==> config.mk <==
export PLATFORM = sky130hd
export DESIGN_NAME = id_ex_skid_stage_flat
export DESIGN_NICKNAME = d
export VERILOG_FILES = /design/src/rtl/id_ex_pkg.sv /design/src/rtl/id_ex_skid_stage_if.sv /design/src/rtl/id_ex_payload_reg.sv /design/src/rtl/id_ex_skid_stage.sv /design/src/flat_wrapper.sv
export SDC_FILE = /design/constraint.sdc
export NUM_CORES = 1
export LEC_CHECK = 0
export CAP_MARGIN = 40
export CORE_UTILIZATION = 30
export CTS_CLUSTER_SIZE = 30
export DETAILED_ROUTE_END_ITERATION = 10
export GPL_ROUTABILITY_DRIVEN = 1
export GPL_TIMING_DRIVEN = 0
export HOLD_SLACK_MARGIN = 0.15
export PLACE_DENSITY = 0.6
export RECOVER_POWER = 25
export SYNTH_ARGS = -nofsm -noshare
export SYNTH_HDL_FRONTEND = slang
export SYNTH_HIERARCHICAL = 1
export SYNTH_SLANG_ARGS = --single-unit
==> constraint.sdc <==
create_clock -name clk -period 8.1 [get_ports clk]
set_clock_uncertainty 0.2 [all_clocks]
set_input_delay 2.43 -clock clk [delete_from_list [all_inputs] [get_ports clk]]
set_output_delay 2.43 -clock clk [all_outputs]
set_load 0.1 [all_outputs]
==> src/rtl/id_ex_pkg.sv <==
// Shared definitions for the ID/EX skid-buffered pipeline stage:
// occupancy state encoding and default datapath widths.
package id_ex_pkg;

   localparam int XLEN_DEF       = 32'd32;
   localparam int ALU_CTRL_W_DEF = 32'd5;
   localparam int CTRL_W         = 32'd4;

   typedef enum logic [1:0] {
      EMPTY = 2'd0,
      ONE   = 2'd1,
      TWO   = 2'd2
   } state_e;

endpackage

==> src/rtl/id_ex_skid_stage_if.sv <==
// Handshake and payload bundle between the ID stage, the skid stage and EX.
// The slave modport is the stage itself; master is the surrounding pipeline.
interface id_ex_skid_stage_if
   import id_ex_pkg::*;
#(
   parameter int XLEN       = XLEN_DEF,
   parameter int ALU_CTRL_W = ALU_CTRL_W_DEF
);
   logic                  in_valid;
   logic                  in_ready;
   logic                  flush;
   logic                  mem_to_reg;
   logic                  mem_write;
   logic                  alu_src;
   logic                  reg_write;
   logic [ALU_CTRL_W-1:0] alu_control;
   logic [XLEN-1:0]       pc;
   logic [XLEN-1:0]       rd1;
   logic [XLEN-1:0]       rd2;
   logic [XLEN-1:0]       imm;
   logic                  out_valid;
   logic                  out_ready;
   logic                  mem_to_reg_q;
   logic                  mem_write_q;
   logic                  alu_src_q;
   logic                  reg_write_q;
   logic [ALU_CTRL_W-1:0] alu_control_q;
   logic [XLEN-1:0]       pc_q;
   logic [XLEN-1:0]       rd1_q;
   logic [XLEN-1:0]       rd2_q;
   logic [XLEN-1:0]       imm_q;
   logic [XLEN-1:0]       branch_target_q;

   modport slave (
      input  in_valid, flush, mem_to_reg, mem_write, alu_src, reg_write,
             alu_control, pc, rd1, rd2, imm, out_ready,
      output in_ready, out_valid, mem_to_reg_q, mem_write_q, alu_src_q,
             reg_write_q, alu_control_q, pc_q, rd1_q, rd2_q, imm_q,
             branch_target_q
   );

   modport master (
      output in_valid, flush, mem_to_reg, mem_write, alu_src, reg_write,
             alu_control, pc, rd1, rd2, imm, out_ready,
      input  in_ready, out_valid, mem_to_reg_q, mem_write_q, alu_src_q,
             reg_write_q, alu_control_q, pc_q, rd1_q, rd2_q, imm_q,
             branch_target_q
   );
endinterface

==> src/rtl/id_ex_payload_reg.sv <==
// Load-enable register holding one packed ID/EX payload
// {ctrl, alu_control, pc, rd1, rd2, imm, branch_target}.
module id_ex_payload_reg
   import id_ex_pkg::*;
#(
   parameter int XLEN       = XLEN_DEF,
   parameter int ALU_CTRL_W = ALU_CTRL_W_DEF
) (
   input  logic                                     clk,
   input  logic                                     rst,
   input  logic                                     load,
   input  logic [CTRL_W+ALU_CTRL_W+5*XLEN-1:0]      d,
   output logic [CTRL_W+ALU_CTRL_W+5*XLEN-1:0]      q
);

   // Payload storage: cleared by reset, written only when loaded.
   always_ff @(posedge clk) begin
      if (!rst) begin
         q <= {(CTRL_W+ALU_CTRL_W+5*XLEN){1'b0}};
      end else if (load) begin
         q <= d;
      end else begin
         q <= q;
      end
   end

endmodule

==> src/rtl/id_ex_skid_stage.sv <==
// ID/EX pipeline register with a one-entry skid buffer: full throughput,
// registered in_ready, FIFO order, flush kill and side-effect-free bubbles.
module id_ex_skid_stage
   import id_ex_pkg::*;
#(
   parameter int XLEN       = XLEN_DEF,
   parameter int ALU_CTRL_W = ALU_CTRL_W_DEF
) (
   input logic               clk,
   input logic               rst,
   id_ex_skid_stage_if.slave bus
);

   localparam int PW = CTRL_W + ALU_CTRL_W + 5 * XLEN;

   state_e          state_r;
   state_e          next_state_s;
   logic            in_ready_r;
   logic            out_valid_r;
   logic            accept_s;
   logic            load_main_s;
   logic            load_skid_s;
   logic            main_from_skid_s;
   logic            main_mw_s;
   logic            main_rw_s;
   logic [PW-1:0]   in_pl_s;
   logic [PW-1:0]   main_d_s;
   logic [PW-1:0]   main_q_s;
   logic [PW-1:0]   skid_q_s;

   // branch_target is fixed at capture; the sum is XLEN wide so the carry drops
   assign in_pl_s  = {bus.mem_to_reg, bus.mem_write, bus.alu_src, bus.reg_write,
                      bus.alu_control, bus.pc, bus.rd1, bus.rd2, bus.imm,
                      bus.pc + bus.imm};
   assign accept_s = bus.in_valid & in_ready_r;
   assign main_d_s = main_from_skid_s ? skid_q_s : in_pl_s;

   // Occupancy state and the registered handshake flags derived from it.
   always_ff @(posedge clk) begin
      if (!rst) begin
         state_r     <= EMPTY;
         in_ready_r  <= 1'b0;
         out_valid_r <= 1'b0;
      end else begin
         state_r     <= next_state_s;
         in_ready_r  <= (next_state_s != TWO);
         out_valid_r <= (next_state_s != EMPTY);
      end
   end

   // Next-state and register load selection; flush overrides all handshakes.
   always_comb begin
      next_state_s     = state_r;
      load_main_s      = 1'b0;
      load_skid_s      = 1'b0;
      main_from_skid_s = 1'b0;
      if (bus.flush) begin
         next_state_s = EMPTY;
      end else begin
         case (state_r)
            EMPTY: begin
               if (accept_s) begin
                  load_main_s  = 1'b1;
                  next_state_s = ONE;
               end else begin
                  next_state_s = EMPTY;
               end
            end
            ONE: begin
               if (accept_s && bus.out_ready) begin
                  load_main_s  = 1'b1;
                  next_state_s = ONE;
               end else if (accept_s) begin
                  load_skid_s  = 1'b1;
                  next_state_s = TWO;
               end else if (bus.out_ready) begin
                  next_state_s = EMPTY;
               end else begin
                  next_state_s = ONE;
               end
            end
            TWO: begin
               if (bus.out_ready) begin
                  load_main_s      = 1'b1;
                  main_from_skid_s = 1'b1;
                  next_state_s     = ONE;
               end else begin
                  next_state_s = TWO;
               end
            end
            default: begin
               next_state_s = EMPTY;
            end
         endcase
      end
   end

   id_ex_payload_reg #(.XLEN(XLEN), .ALU_CTRL_W(ALU_CTRL_W)) u_main (
      .clk  (clk),
      .rst  (rst),
      .load (load_main_s),
      .d    (main_d_s),
      .q    (main_q_s)
   );

   id_ex_payload_reg #(.XLEN(XLEN), .ALU_CTRL_W(ALU_CTRL_W)) u_skid (
      .clk  (clk),
      .rst  (rst),
      .load (load_skid_s),
      .d    (in_pl_s),
      .q    (skid_q_s)
   );

   assign {bus.mem_to_reg_q, main_mw_s, bus.alu_src_q, main_rw_s,
           bus.alu_control_q, bus.pc_q, bus.rd1_q, bus.rd2_q, bus.imm_q,
           bus.branch_target_q} = main_q_s;

   // A bubble must never write memory or the register file.
   assign bus.mem_write_q = main_mw_s & out_valid_r;
   assign bus.reg_write_q = main_rw_s & out_valid_r;
   assign bus.in_ready    = in_ready_r;
   assign bus.out_valid   = out_valid_r;

endmodule

==> src/flat_wrapper.sv <==
// flat-port wrapper written by rule: the top's interface ports become plain ports
module id_ex_skid_stage_flat import id_ex_pkg::*;
#(
   parameter int XLEN       = XLEN_DEF,
   parameter int ALU_CTRL_W = ALU_CTRL_W_DEF
)
  (clk, rst, bus_in_valid, bus_flush, bus_mem_to_reg, bus_mem_write, bus_alu_src, bus_reg_write, bus_alu_control, bus_pc, bus_rd1, bus_rd2, bus_imm, bus_out_ready, bus_in_ready, bus_out_valid, bus_mem_to_reg_q, bus_mem_write_q, bus_alu_src_q, bus_reg_write_q, bus_alu_control_q, bus_pc_q, bus_rd1_q, bus_rd2_q, bus_imm_q, bus_branch_target_q);
  id_ex_skid_stage_if #(.XLEN(XLEN), .ALU_CTRL_W(ALU_CTRL_W)) bus_i ();
  input logic clk;
  input logic rst;
  input wire logic [$bits(bus_i.in_valid)-1:0] bus_in_valid;
  input wire logic [$bits(bus_i.flush)-1:0] bus_flush;
  input wire logic [$bits(bus_i.mem_to_reg)-1:0] bus_mem_to_reg;
  input wire logic [$bits(bus_i.mem_write)-1:0] bus_mem_write;
  input wire logic [$bits(bus_i.alu_src)-1:0] bus_alu_src;
  input wire logic [$bits(bus_i.reg_write)-1:0] bus_reg_write;
  input wire logic [$bits(bus_i.alu_control)-1:0] bus_alu_control;
  input wire logic [$bits(bus_i.pc)-1:0] bus_pc;
  input wire logic [$bits(bus_i.rd1)-1:0] bus_rd1;
  input wire logic [$bits(bus_i.rd2)-1:0] bus_rd2;
  input wire logic [$bits(bus_i.imm)-1:0] bus_imm;
  input wire logic [$bits(bus_i.out_ready)-1:0] bus_out_ready;
  output wire logic [$bits(bus_i.in_ready)-1:0] bus_in_ready;
  output wire logic [$bits(bus_i.out_valid)-1:0] bus_out_valid;
  output wire logic [$bits(bus_i.mem_to_reg_q)-1:0] bus_mem_to_reg_q;
  output wire logic [$bits(bus_i.mem_write_q)-1:0] bus_mem_write_q;
  output wire logic [$bits(bus_i.alu_src_q)-1:0] bus_alu_src_q;
  output wire logic [$bits(bus_i.reg_write_q)-1:0] bus_reg_write_q;
  output wire logic [$bits(bus_i.alu_control_q)-1:0] bus_alu_control_q;
  output wire logic [$bits(bus_i.pc_q)-1:0] bus_pc_q;
  output wire logic [$bits(bus_i.rd1_q)-1:0] bus_rd1_q;
  output wire logic [$bits(bus_i.rd2_q)-1:0] bus_rd2_q;
  output wire logic [$bits(bus_i.imm_q)-1:0] bus_imm_q;
  output wire logic [$bits(bus_i.branch_target_q)-1:0] bus_branch_target_q;
  assign bus_i.in_valid = bus_in_valid;
  assign bus_i.flush = bus_flush;
  assign bus_i.mem_to_reg = bus_mem_to_reg;
  assign bus_i.mem_write = bus_mem_write;
  assign bus_i.alu_src = bus_alu_src;
  assign bus_i.reg_write = bus_reg_write;
  assign bus_i.alu_control = bus_alu_control;
  assign bus_i.pc = bus_pc;
  assign bus_i.rd1 = bus_rd1;
  assign bus_i.rd2 = bus_rd2;
  assign bus_i.imm = bus_imm;
  assign bus_i.out_ready = bus_out_ready;
  assign bus_in_ready = bus_i.in_ready;
  assign bus_out_valid = bus_i.out_valid;
  assign bus_mem_to_reg_q = bus_i.mem_to_reg_q;
  assign bus_mem_write_q = bus_i.mem_write_q;
  assign bus_alu_src_q = bus_i.alu_src_q;
  assign bus_reg_write_q = bus_i.reg_write_q;
  assign bus_alu_control_q = bus_i.alu_control_q;
  assign bus_pc_q = bus_i.pc_q;
  assign bus_rd1_q = bus_i.rd1_q;
  assign bus_rd2_q = bus_i.rd2_q;
  assign bus_imm_q = bus_i.imm_q;
  assign bus_branch_target_q = bus_i.branch_target_q;
  id_ex_skid_stage #(.XLEN(XLEN), .ALU_CTRL_W(ALU_CTRL_W)) u_core (.clk(clk), .rst(rst), .bus(bus_i));
endmodule
==> run metrics <==
Initial Util 30.6%; detailed-router iteration count before antenna repair 5; Yosys cell types 59; post-synthesis async set-or-reset flop share 0%; gr usage total around a fifth; syn nets 2,066; CTS Buf Count 42; final instance area 25,800 um^2; cell leakage power between 9 and 10 nW; Synth Area per Inst between 8 and 9 um^2; sequential area share after synthesis about two fifths; status finished clean; largest net degree at the start of global routing 13; pwr dens 182 nW/um^2; routed len/inst between 15 and 20 um; vias in the first global route 15,200; setup TNS 0 ns; worst vdd ir approximately 0.00015 V; Multi-input gate area roughly 9300 um^2; antenna violations before repair 8; CTS tree built; vias per inst 4.51; Chip Width 240 um; post-layout net count ~2,600; Ports between 300 and 400; total gr overflow 0; Worst-path clk slew 0.06 ns; RSZ-0062 raised after global routing false; # setup viols final 0; GP Congestion 0.848; Peak Freq 179 MHz; Most used DFF post-synth dfxtp_1; placed insts 3,126; die area between 50,000 and 60,000 um^2; MaxCap Viol Count 0; crit path kind input pin to flop; Fill cells 5,159; Std-Cell Rows 86; IO Port Bufs around 310; Final ANT Viol Nets 0; HP Class flop to flop; Non-Filler Instances about 3,200; Post-CTS Setup Bufs 0; CP Max Fanout 10; DR iter-0 viols between 500 and 600; CTS HTree Levels 2; min Tclk post-route ~5.6 ns; max_slew headroom between 20% and 30%; Post-route DRC 0; die height roughly 240 um; Synth Cell Area between 15,000 and 20,000 um^2; Req. time, crit path around 8.4 ns; first-pass GRT wire length about 84,000 um; dpl cell area between 20,000 and 25,000 um^2; final hold vios 0; Yosys reg bits 342; share of cells above drive strength 1 a little under an eighth; vias 14,500; Reg area 6850 um^2; Routed WL 55,000 um; DP HPWL about 43,000 um; Longest Clk Path Bufs 3; Critical Path AT 5.84 ns; Sink Count between 300 and 400; CP Capture Type flop; Worst setup SP type input pin; CTS Root Cell clkbuf_16; Post-Synthesis Cells roughly 1,900; post-cts resize count 0; Core ar. around 56,000 um^2; worst slew pin tran 1.18 ns; area delta synth->final 51.9%; period utilization slightly below 70%; worst-skew pair later-pin latency approximately 0.55 ns; final slew viol count 0; yosys warns 6; Post-synth EDFFs 0; hold buffer count at CTS 0
where the power goes:
part	switching, mW	internal [mW]	total [mW]
Sequential	0.0217	1.72	1.74
Clock	0.746	1.18	1.93
Combinational	0.583	0.435	1.02
flip-flops by register name, indices dropped and copies added, names as in the netlist:
signal / count
u_core/state_r: 2
u_core/u_main/q: 169
u_core/bus.in_ready: 1
u_core/bus.out_valid: 1
u_core/u_skid/q: 169
worst max-delay path, cell delays in order:
cell           delay (ns)
dlygate4sd3_1        0.53
and2_0               0.23
ha_1                 0.20
nand2_1              0.07
nor2_1               0.11
clkbuf_1             0.43
clkbuf_1             0.81
clkbuf_1             0.67
mux2i_1              0.27
nor2b_1              0.07
cells in the mapped netlist, drive strengths merged, types with 2 or more instances:
| cell | count | area share (%) |
|---|---|---|
| nand2b | 3 | 0.11 |
| and3 | 6 | 0.22 |
| mux2i | 340 | 20 |
| nor3 | 2 | 0.059 |
| a41oi | 2 | 0.10 |
| ha | 33 | 2.4 |
| or2 | 2 | 0.074 |
| a221oi | 2 | 0.24 |
| o31ai | 3 | 0.13 |
| buf | 42 | 2.8 |
| or3 | 3 | 0.11 |
| a21oi | 42 | 1.3 |
| and4 | 2 | 0.10 |
| nor2 | 31 | 0.68 |
| a21o | 10 | 0.44 |
| xor2 | 9 | 0.46 |
| nor2b | 341 | 13 |
| o21ai | 19 | 0.56 |
| a211o | 2 | 0.10 |
| clkbuf | 77 | 1.7 |
| mux2 | 15 | 0.99 |
| nor4 | 3 | 0.11 |
| inv | 10 | 0.22 |
| and2 | 10 | 0.37 |
| dfxtp | 342 | 40 |
| nand2 | 472 | 10 |
| a31oi | 6 | 0.31 |
| nand3 | 8 | 0.24 |
| o21bai | 6 | 0.26 |
| o21a | 4 | 0.18 |
| a21boi | 4 | 0.18 |
| xnor2 | 21 | 1.1 |
kinds of logic (layout without fill, tap and decap cells):
family / after synthesis / in the layout / synth area share (%)
AOI/OAI and AO/OA: 112 / 112 / 4.58
DFF: 342 / 342 / 40.3
buffers and inverters: 129 / 689 / 4.77
and+or+nand+nor: 888 / 888 / 25.3
adders and majority gates: 34 / 34 / 2.55
other: 0 / 4 / 0
muxes: 355 / 355 / 21.0
xor gates and xnor gates: 30 / 30 / 1.55
final timing paths:
check                       from                  end  slack [ns]  cells after the start
min          u_core/u_skid/q[15]  u_core/u_skid/q[15]        0.31                      2
min reg2reg  u_core/u_skid/q[15]  u_core/u_skid/q[15]        0.31                      2
max                 bus_in_valid  u_core/u_skid/q[78]        2.51                     10
max reg2reg  u_core/bus.in_ready  u_core/u_skid/q[78]        4.59                      9
layer usage:
layer	vias to the layer above	part of all wire [%]	wire, um	GRT usage [%]
met5	-	0.075	41	0
met2	280	49	27200	33.4
met3	97	4.3	2370	3.48
li1	7283	-	-	-
met1	6788	43	23900	22.5
met4	8	2.7	1500	6.83
through the flow:
stage          util (%)  hold WS (ns)  setup WS, ns  total power, mW
6_report           46.5         0.313          2.51             4.69
4_1_cts            46.9         0.316          2.67             4.76
3_3_place_gp       37.9         0.288          2.00             2.62
5_1_grt            46.5         0.330          2.27             4.87
2_1_floorplan         -         0.274          2.98             2.37
3_5_place_dp       44.4         0.302          2.09             2.80
layout by cell type (no fill, tap or decap), drive strengths merged, types with 8 or more instances in the layout:
cell,count
a21o,10
a21oi,42
and2,10
buf,195
clkbuf,157
clkdlybuf4s50,311
clkinv,8
dfxtp,342
ha,33
inv,11
mux2,15
mux2i,340
nand2,472
nand3,8
nor2,31
nor2b,341
o21ai,19
xnor2,21
xor2,9
area by class of cell:
cell class	count	share of cell area [%]
diodes	4	0.0388
plain buffers	119	2.40
clock buffers	57	4.60
clock inverters	15	0.828
inverters	10	0.145
multi-input cells	1419	36.2
flip-flops and latches	342	26.5
well taps	748	3.62
repair buffers	488	25.7
Note: power is estimated with default switching activity, not from simulation.
